$ cat src/rtl/alu_sequencer.sv
`default_nettype none
// ============================================================================
// Module   : alu_sequencer
// Brief    : Sequences the 6502 ALU for memory-operand instructions:
//            operand fetch, one execute cycle, flag commit, RMW double store.
// Revision : 1.0
// ============================================================================
module alu_sequencer (
   input  logic        clk,
   input  logic        reset_n,
   input  logic        cmd_valid,
   output logic        cmd_ready,
   input  logic [3:0]  cmd_kind,
   input  logic [1:0]  cmd_reg,
   output logic        mem_rd_req,
   input  logic        mem_rd_ack,
   input  logic [7:0]  mem_rdata,
   output logic        mem_wr_req,
   input  logic        mem_wr_ack,
   output logic [7:0]  mem_wdata,
   output logic [10:0] alu_op,
   output logic [7:0]  alu_m,
   output logic        alu_ci,
   output logic        alu_vi,
   input  logic [7:0]  alu_result,
   input  logic        alu_co,
   input  logic        alu_vo,
   input  logic        alu_so,
   input  logic        alu_zo,
   output logic        reg_we,
   output logic [1:0]  reg_sel,
   output logic [7:0]  reg_wdata,
   input  logic        p_load,
   input  logic [3:0]  p_in,
   output logic        flag_c,
   output logic        flag_z,
   output logic        flag_v,
   output logic        flag_n
);

   localparam logic [3:0] K_ORA = 4'd0;
   localparam logic [3:0] K_AND = 4'd1;
   localparam logic [3:0] K_EOR = 4'd2;
   localparam logic [3:0] K_ADC = 4'd3;
   localparam logic [3:0] K_CMP = 4'd4;
   localparam logic [3:0] K_SBC = 4'd5;
   localparam logic [3:0] K_BIT = 4'd6;
   localparam logic [3:0] K_ASL = 4'd7;
   localparam logic [3:0] K_LSR = 4'd8;
   localparam logic [3:0] K_ROL = 4'd9;
   localparam logic [3:0] K_ROR = 4'd10;
   localparam logic [3:0] K_INC = 4'd11;
   localparam logic [3:0] K_DEC = 4'd12;

   typedef enum logic [2:0] {
      S_IDLE   = 3'd0,
      S_READ   = 3'd1,
      S_EXEC   = 3'd2,
      S_DUMMYW = 3'd3,
      S_WRITE  = 3'd4
   } state_t;

   state_t      r_state;
   state_t      w_next;
   logic [3:0]  r_kind;
   logic [1:0]  r_sel;
   logic [7:0]  r_m;
   logic [7:0]  r_w;
   logic        r_rd_req;
   logic        r_wr_req;
   logic [7:0]  r_wdata;
   logic        r_c;
   logic        r_z;
   logic        r_v;
   logic        r_n;

   logic        w_kind_ok;
   logic        w_accept;
   logic [10:0] w_op;
   logic        w_upd_c;
   logic        w_upd_v;
   logic        w_upd_zn;
   logic        w_wr_reg;
   logic        w_rmw;

   assign w_kind_ok = (cmd_kind <= K_DEC);
   assign w_accept  = (r_state == S_IDLE) && cmd_valid;

   // Per-kind ALU op word and which flags / results the execute cycle commits
   always_comb begin
      w_op     = '0;
      w_upd_c  = 1'b0;
      w_upd_v  = 1'b0;
      w_upd_zn = 1'b0;
      w_wr_reg = 1'b0;
      w_rmw    = 1'b0;
      case (r_kind)
         K_ORA: begin
            w_op     = {r_sel, 2'b00, 3'b100, 3'b000, 1'b0};
            w_upd_zn = 1'b1;
            w_wr_reg = 1'b1;
         end
         K_AND: begin
            w_op     = {r_sel, 2'b00, 3'b100, 3'b001, 1'b1};
            w_upd_zn = 1'b1;
            w_wr_reg = 1'b1;
         end
         K_EOR: begin
            w_op     = {r_sel, 2'b00, 3'b100, 3'b010, 1'b0};
            w_upd_zn = 1'b1;
            w_wr_reg = 1'b1;
         end
         K_ADC: begin
            w_op     = {r_sel, 2'b00, 3'b100, 3'b011, 1'b0};
            w_upd_c  = 1'b1;
            w_upd_v  = 1'b1;
            w_upd_zn = 1'b1;
            w_wr_reg = 1'b1;
         end
         K_CMP: begin
            w_op     = {r_sel, 2'b00, 3'b100, 3'b110, 1'b0};
            w_upd_c  = 1'b1;
            w_upd_zn = 1'b1;
         end
         K_SBC: begin
            w_op     = {r_sel, 2'b00, 3'b100, 3'b111, 1'b1};
            w_upd_c  = 1'b1;
            w_upd_v  = 1'b1;
            w_upd_zn = 1'b1;
            w_wr_reg = 1'b1;
         end
         K_BIT: begin
            w_op     = {r_sel, 2'b00, 3'b100, 3'b001, 1'b0};
            w_upd_v  = 1'b1;
            w_upd_zn = 1'b1;
         end
         K_ASL: begin
            w_op     = {2'b00, 2'b00, 3'b000, 3'b100, 1'b0};
            w_upd_c  = 1'b1;
            w_upd_zn = 1'b1;
            w_rmw    = 1'b1;
         end
         K_ROL: begin
            w_op     = {2'b00, 2'b00, 3'b001, 3'b100, 1'b0};
            w_upd_c  = 1'b1;
            w_upd_zn = 1'b1;
            w_rmw    = 1'b1;
         end
         K_LSR: begin
            w_op     = {2'b00, 2'b00, 3'b010, 3'b100, 1'b0};
            w_upd_c  = 1'b1;
            w_upd_zn = 1'b1;
            w_rmw    = 1'b1;
         end
         K_ROR: begin
            w_op     = {2'b00, 2'b00, 3'b011, 3'b100, 1'b0};
            w_upd_c  = 1'b1;
            w_upd_zn = 1'b1;
            w_rmw    = 1'b1;
         end
         K_INC: begin
            w_op     = {2'b00, 2'b00, 3'b111, 3'b100, 1'b0};
            w_upd_zn = 1'b1;
            w_rmw    = 1'b1;
         end
         K_DEC: begin
            w_op     = {2'b00, 2'b00, 3'b110, 3'b100, 1'b0};
            w_upd_zn = 1'b1;
            w_rmw    = 1'b1;
         end
         default: begin
            w_op = '0;
         end
      endcase
   end

   always_comb begin
      w_next = r_state;
      case (r_state)
         S_IDLE:   if (cmd_valid && w_kind_ok) w_next = S_READ;
         S_READ:   if (mem_rd_ack) w_next = S_EXEC;
         S_EXEC:   w_next = w_rmw ? S_DUMMYW : S_IDLE;
         S_DUMMYW: if (mem_wr_ack) w_next = S_WRITE;
         S_WRITE:  if (mem_wr_ack) w_next = S_IDLE;
         default:  w_next = S_IDLE;
      endcase
   end

   always_ff @(posedge clk) begin
      if (!reset_n) begin
         r_state  <= S_IDLE;
         r_kind   <= '0;
         r_sel    <= '0;
         r_m      <= '0;
         r_w      <= '0;
         r_rd_req <= 1'b0;
         r_wr_req <= 1'b0;
         r_wdata  <= '0;
         r_c      <= 1'b0;
         r_z      <= 1'b0;
         r_v      <= 1'b0;
         r_n      <= 1'b0;
      end else begin
         r_state <= w_next;
         if (w_accept && w_kind_ok) begin
            r_kind <= cmd_kind;
            r_sel  <= cmd_reg;
         end
         if (r_state == S_READ && mem_rd_ack) begin
            r_m <= mem_rdata;
         end
         if (r_state == S_EXEC) begin
            if (w_upd_c) r_c <= alu_co;
            if (w_upd_v) r_v <= alu_vo;
            if (w_upd_zn) begin
               r_z <= alu_zo;
               r_n <= alu_so;
            end
            if (w_rmw) r_w <= alu_result;
         end
         // Direct flag load only when the idle cycle is not taken by a command
         if (r_state == S_IDLE && !cmd_valid && p_load) begin
            r_n <= p_in[3];
            r_v <= p_in[2];
            r_z <= p_in[1];
            r_c <= p_in[0];
         end
         r_rd_req <= (w_next == S_READ);
         r_wr_req <= (w_next == S_DUMMYW) || (w_next == S_WRITE);
         case (w_next)
            S_DUMMYW: r_wdata <= r_m;
            S_WRITE:  r_wdata <= r_w;
            default:  r_wdata <= '0;
         endcase
      end
   end

   assign cmd_ready  = (r_state == S_IDLE);
   assign mem_rd_req = r_rd_req;
   assign mem_wr_req = r_wr_req;
   assign mem_wdata  = r_wdata;
   assign alu_op     = (r_state == S_EXEC) ? w_op : 11'd0;
   assign alu_m      = r_m;
   assign alu_ci     = r_c;
   assign alu_vi     = r_v;
   assign reg_we     = (r_state == S_EXEC) && w_wr_reg;
   assign reg_sel    = r_sel;
   assign reg_wdata  = alu_result;
   assign flag_c     = r_c;
   assign flag_z     = r_z;
   assign flag_v     = r_v;
   assign flag_n     = r_n;

endmodule
`default_nettype wire

$ cat config.mk
export PLATFORM = sky130hd
export DESIGN_NAME = alu_sequencer
export DESIGN_NICKNAME = d
export VERILOG_FILES = /design/src/rtl/alu_sequencer.sv
export SDC_FILE = /design/constraint.sdc
export NUM_CORES = 1
export LEC_CHECK = 0
export ABC_CLOCK_PERIOD_IN_PS = 1700
export BUFFER_PORTS_ARGS = -buffer_cell sky130_fd_sc_hd__buf_2
export CELL_PAD_IN_SITES_DETAIL_PLACEMENT = 1
export CELL_PAD_IN_SITES_GLOBAL_PLACEMENT = 2
export CORE_MARGIN = 5
export CORE_UTILIZATION = 28
export CTS_BUF_LIST = sky130_fd_sc_hd__clkbuf_4
export CTS_CLUSTER_DIAMETER = 120
export DETAILED_ROUTE_END_ITERATION = 16
export GPL_TIMING_DRIVEN = 0
export MAX_ROUTING_LAYER = met4
export PLACE_DENSITY = 0.87
export SYNTH_ARGS = -nofsm -noshare
export SYNTH_HDL_FRONTEND = slang
export SYNTH_SLANG_ARGS = --single-unit
$ cat constraint.sdc
create_clock -name clk -period 1.7 [get_ports clk]
set_input_delay 0 -clock clk [delete_from_list [all_inputs] [get_ports clk]]
set_output_delay 0 -clock clk [all_outputs]
set_load 0.03 [all_outputs]
==> impl_metrics.toml <==
[status]
outcome = "complete, but fails checks"
violations = "setup timing"

[setup_path]
crit_chain = "o21a_1, mux2i_1, nor2b_2, buf_6, o21bai_1, buf_4"
cp.arrival_ns = 1.70
start_kind = "flop"
rr_worst_depth = 7
cp.required_ns = 1.70
cp_slowest_cell = "dfxtp_4"
crit_fanout = 9
critPathKind = "reg2out"
r2r_slack_ns = 0.02
critPathCaptureType = "primary output"
slowest_delay_ns = 0.40

[synth]
yosys.cell_types.count = 40
ys_seq_area_frac = 0.418
syn_area_per_cell_um2 = 10.1
synth_edf_count = 0
netlist_instances = 185
synth_common_cells = "dfxtp_1 (39), mux2i_1 (23), nor2b_1 (22)"
yosysMostFrequentCell = "dfxtp_1"
ys_ff_latch = 39
yosysWarningCount = 0
synth_top_cell_by_area = "dfxtp_1"
synth-async-reset-ratio = 0
synth_ff_type = "dfxtp_1"
synthesis.area_um2 = 1870
yosys.area.top_type_share = 0.418
synthTopCellsByArea = "dfxtp_1 (42%), mux2i_1 (12%), nor2b_1 (7.4%)"

[min_path]
hold_path.class = "in2reg"
whs_path_depth = 3

[floorplanning]
initial_core_util = 0.291
num_io_pins = 83
core_area_um2 = 6420
dieArea_um2 = 8400
die_y_um = 91.7
num_rows = 29
die_x_um = 91.7

[clocking]
clockBufferDepth = 2
cts_buffers = 5
clk_pin_slew_ns = 0.12
h-tree-depth = 2
cts_root_buffer = "clkbuf_4"
clock_latency_ns = 0.35
clock-sinks = 39
cts_tree = "yes"

[sta]
worst_pin_slew_ns = 0.524
setup_viol = 1
slew_viol_final = 0
maxSlewHeadroom = 0.651
fmax_mhz = 588
hold_slack_ns = 0.0381
rsz0062_at_grt = "true"
setup_ws_ns = -0.000419
fin_crit_sh = 1.00
hold_viol = 0
period_needed_ns = 1.70
skew_ns = 0.00698

[layout]
layout.area.seq_um2 = 787
diodes = 0
area_growth_pct = 50.7
drive_above_1_share = 0.446
nets = 340
n_fill_cell = 762
multiInputGateArea_um2 = 956

[placed_design]
place_congestion = 0.766
io_buffer_count = 79
place_hpwl_mm = 3.98

[route]
via_per_inst = 4.55
dr.pass1.iters = 4
drtIter0Drc = 36
vias = 1740
ant_nets = 0
post_drt_wl_per_cell_um = 15.1
drc = 0
wl_mm = 5.75

[grt]
grt_first_pass_wirelength_mm = 9.27
antenna_found_initial = 0
grt_use_total = 0.143
grt_pass1_vias = 1889
grt_overflow = 0
grt_max_degree = 14

[power]
p_leak_nw = 1.27
p_total_mw = 2.06
powerDensity_nw_per_um2 = 731
vdd_ir_drop_max_uv = 345

[flow_run]
cap_violations = 0
report_power, final:
part           leakage [nW]  internal, mW  total [mW]  switching [mW]
Sequential            0.318         0.946       0.969          0.0228
Clock                0.0432         0.310       0.635           0.325
Combinational         0.908         0.214       0.454           0.240
Total                  1.27          1.47        2.06           0.587
critical path: cells and delay by family (launching register included):
kind / cells / cell delay, ns
flip-flops: 1 / 0.40
AO/OA/AOI/OAI: 2 / 0.31
buffers and inverters: 2 / 0.28
multiplexers: 1 / 0.18
AND/OR/NAND/NOR: 1 / 0.18
flip-flops by register name, summed over array words and instances (netlist names):
signal,cells
alu_ci,1
r_kind,4
mem_wr_req,1
r_w,8
r_state,3
flag_n,1
alu_m,8
alu_vi,1
reg_sel,2
mem_rd_req,1
mem_wdata,8
flag_z,1
kinds of logic (layout without fill, tap and decap cells):
kind of cell / count (synthesis) / in the layout / synth area share
XOR/XNOR: 2 / 2 / 0.00939
AO/OA/AOI/OAI: 34 / 34 / 0.157
AND/OR/NAND/NOR: 60 / 60 / 0.198
buffers and inverters: 25 / 144 / 0.0858
multiplexers: 24 / 24 / 0.129
other: 1 / 2 / 0.00201
flip-flops: 39 / 39 / 0.418
per-stage QoR:
step | cell area [um^2] | instances | utilization | TNS (ns) | setup WS, ns
after floorplan | 1870 | 186 | - | 0 | 0.0663
after detailed placement | 2360 | 342 | 0.368 | 0 | 0.0273
final | 2810 | 382 | 0.438 | -0.000419 | -0.000419
after global placement | 2360 | 342 | 0.368 | 0 | 0.0683
after CTS | 2800 | 383 | 0.436 | 0 | 0.0000531
after global routing | 2810 | 382 | 0.438 | -0.293 | -0.0890
area by class of cell:
| type | count | share of cell area |
|---|---|---|
| buffer | 23 | 0.0587 |
| clock buffer | 5 | 0.0133 |
| clock inverter | 3 | 0.0151 |
| inverter | 1 | 0.00133 |
| multi-input combinational | 122 | 0.340 |
| sequential | 39 | 0.280 |
| tap | 77 | 0.0342 |
| timing repair buffer | 112 | 0.258 |
path summary, 6_finish.rpt:
| check | from | to |
|---|---|---|
| max | r_kind[0] | alu_op[3] |
| min | p_load | alu_ci |
| max reg2reg | r_kind[0] | r_w[1] |
| min reg2reg | flag_z | flag_z |
layout by cell type, fill, tap and decap left out, types with 2 or more instances in the layout:
master         netlist  layout
nand2_1              7       5
nand3_1              4       3
nand3b_1             2       2
nor2b_1             22      21
a22oi_1              2       2
conb_1               1       2
mux2i_1             23      23
or2_2                3       3
o221a_2              2       2
o21bai_1             3       3
nor2_1               7       6
clkbuf_1             4       3
dlygate4sd3_1        0      30
a21boi_0             3       3
buf_6                1       3
o21a_1               2       2
dfxtp_2              0       2
clkbuf_4             0       7
and3_1               2       2
dfxtp_1             39      36
nor4b_1              3       2
buf_2                5      78
nand2_2              0       2
a21oi_1              7       7
buf_4               14      18
nand2b_1             3       3
and3b_1              2       2
a22o_2               8       8
per-layer routing:
metal	up-vias	share of wire	global-route usage
li1	871	-	-
met1	807	0.43	0.161
met2	55	0.50	0.251
met3	7	0.058	0.0393
met4	0	0.010	0.0377
met5	-	0	-
what timing repair did:
action                                  4_1_cts  5_1_grt
pin swaps                                     1        2
endpoints found under the setup margin        3       27
resized for setup                            10       13
endpoints found under the hold margin        27        0
buffers inserted                              3        0
hold buffers                                 30        0
Power figures use the tool's default switching activity.
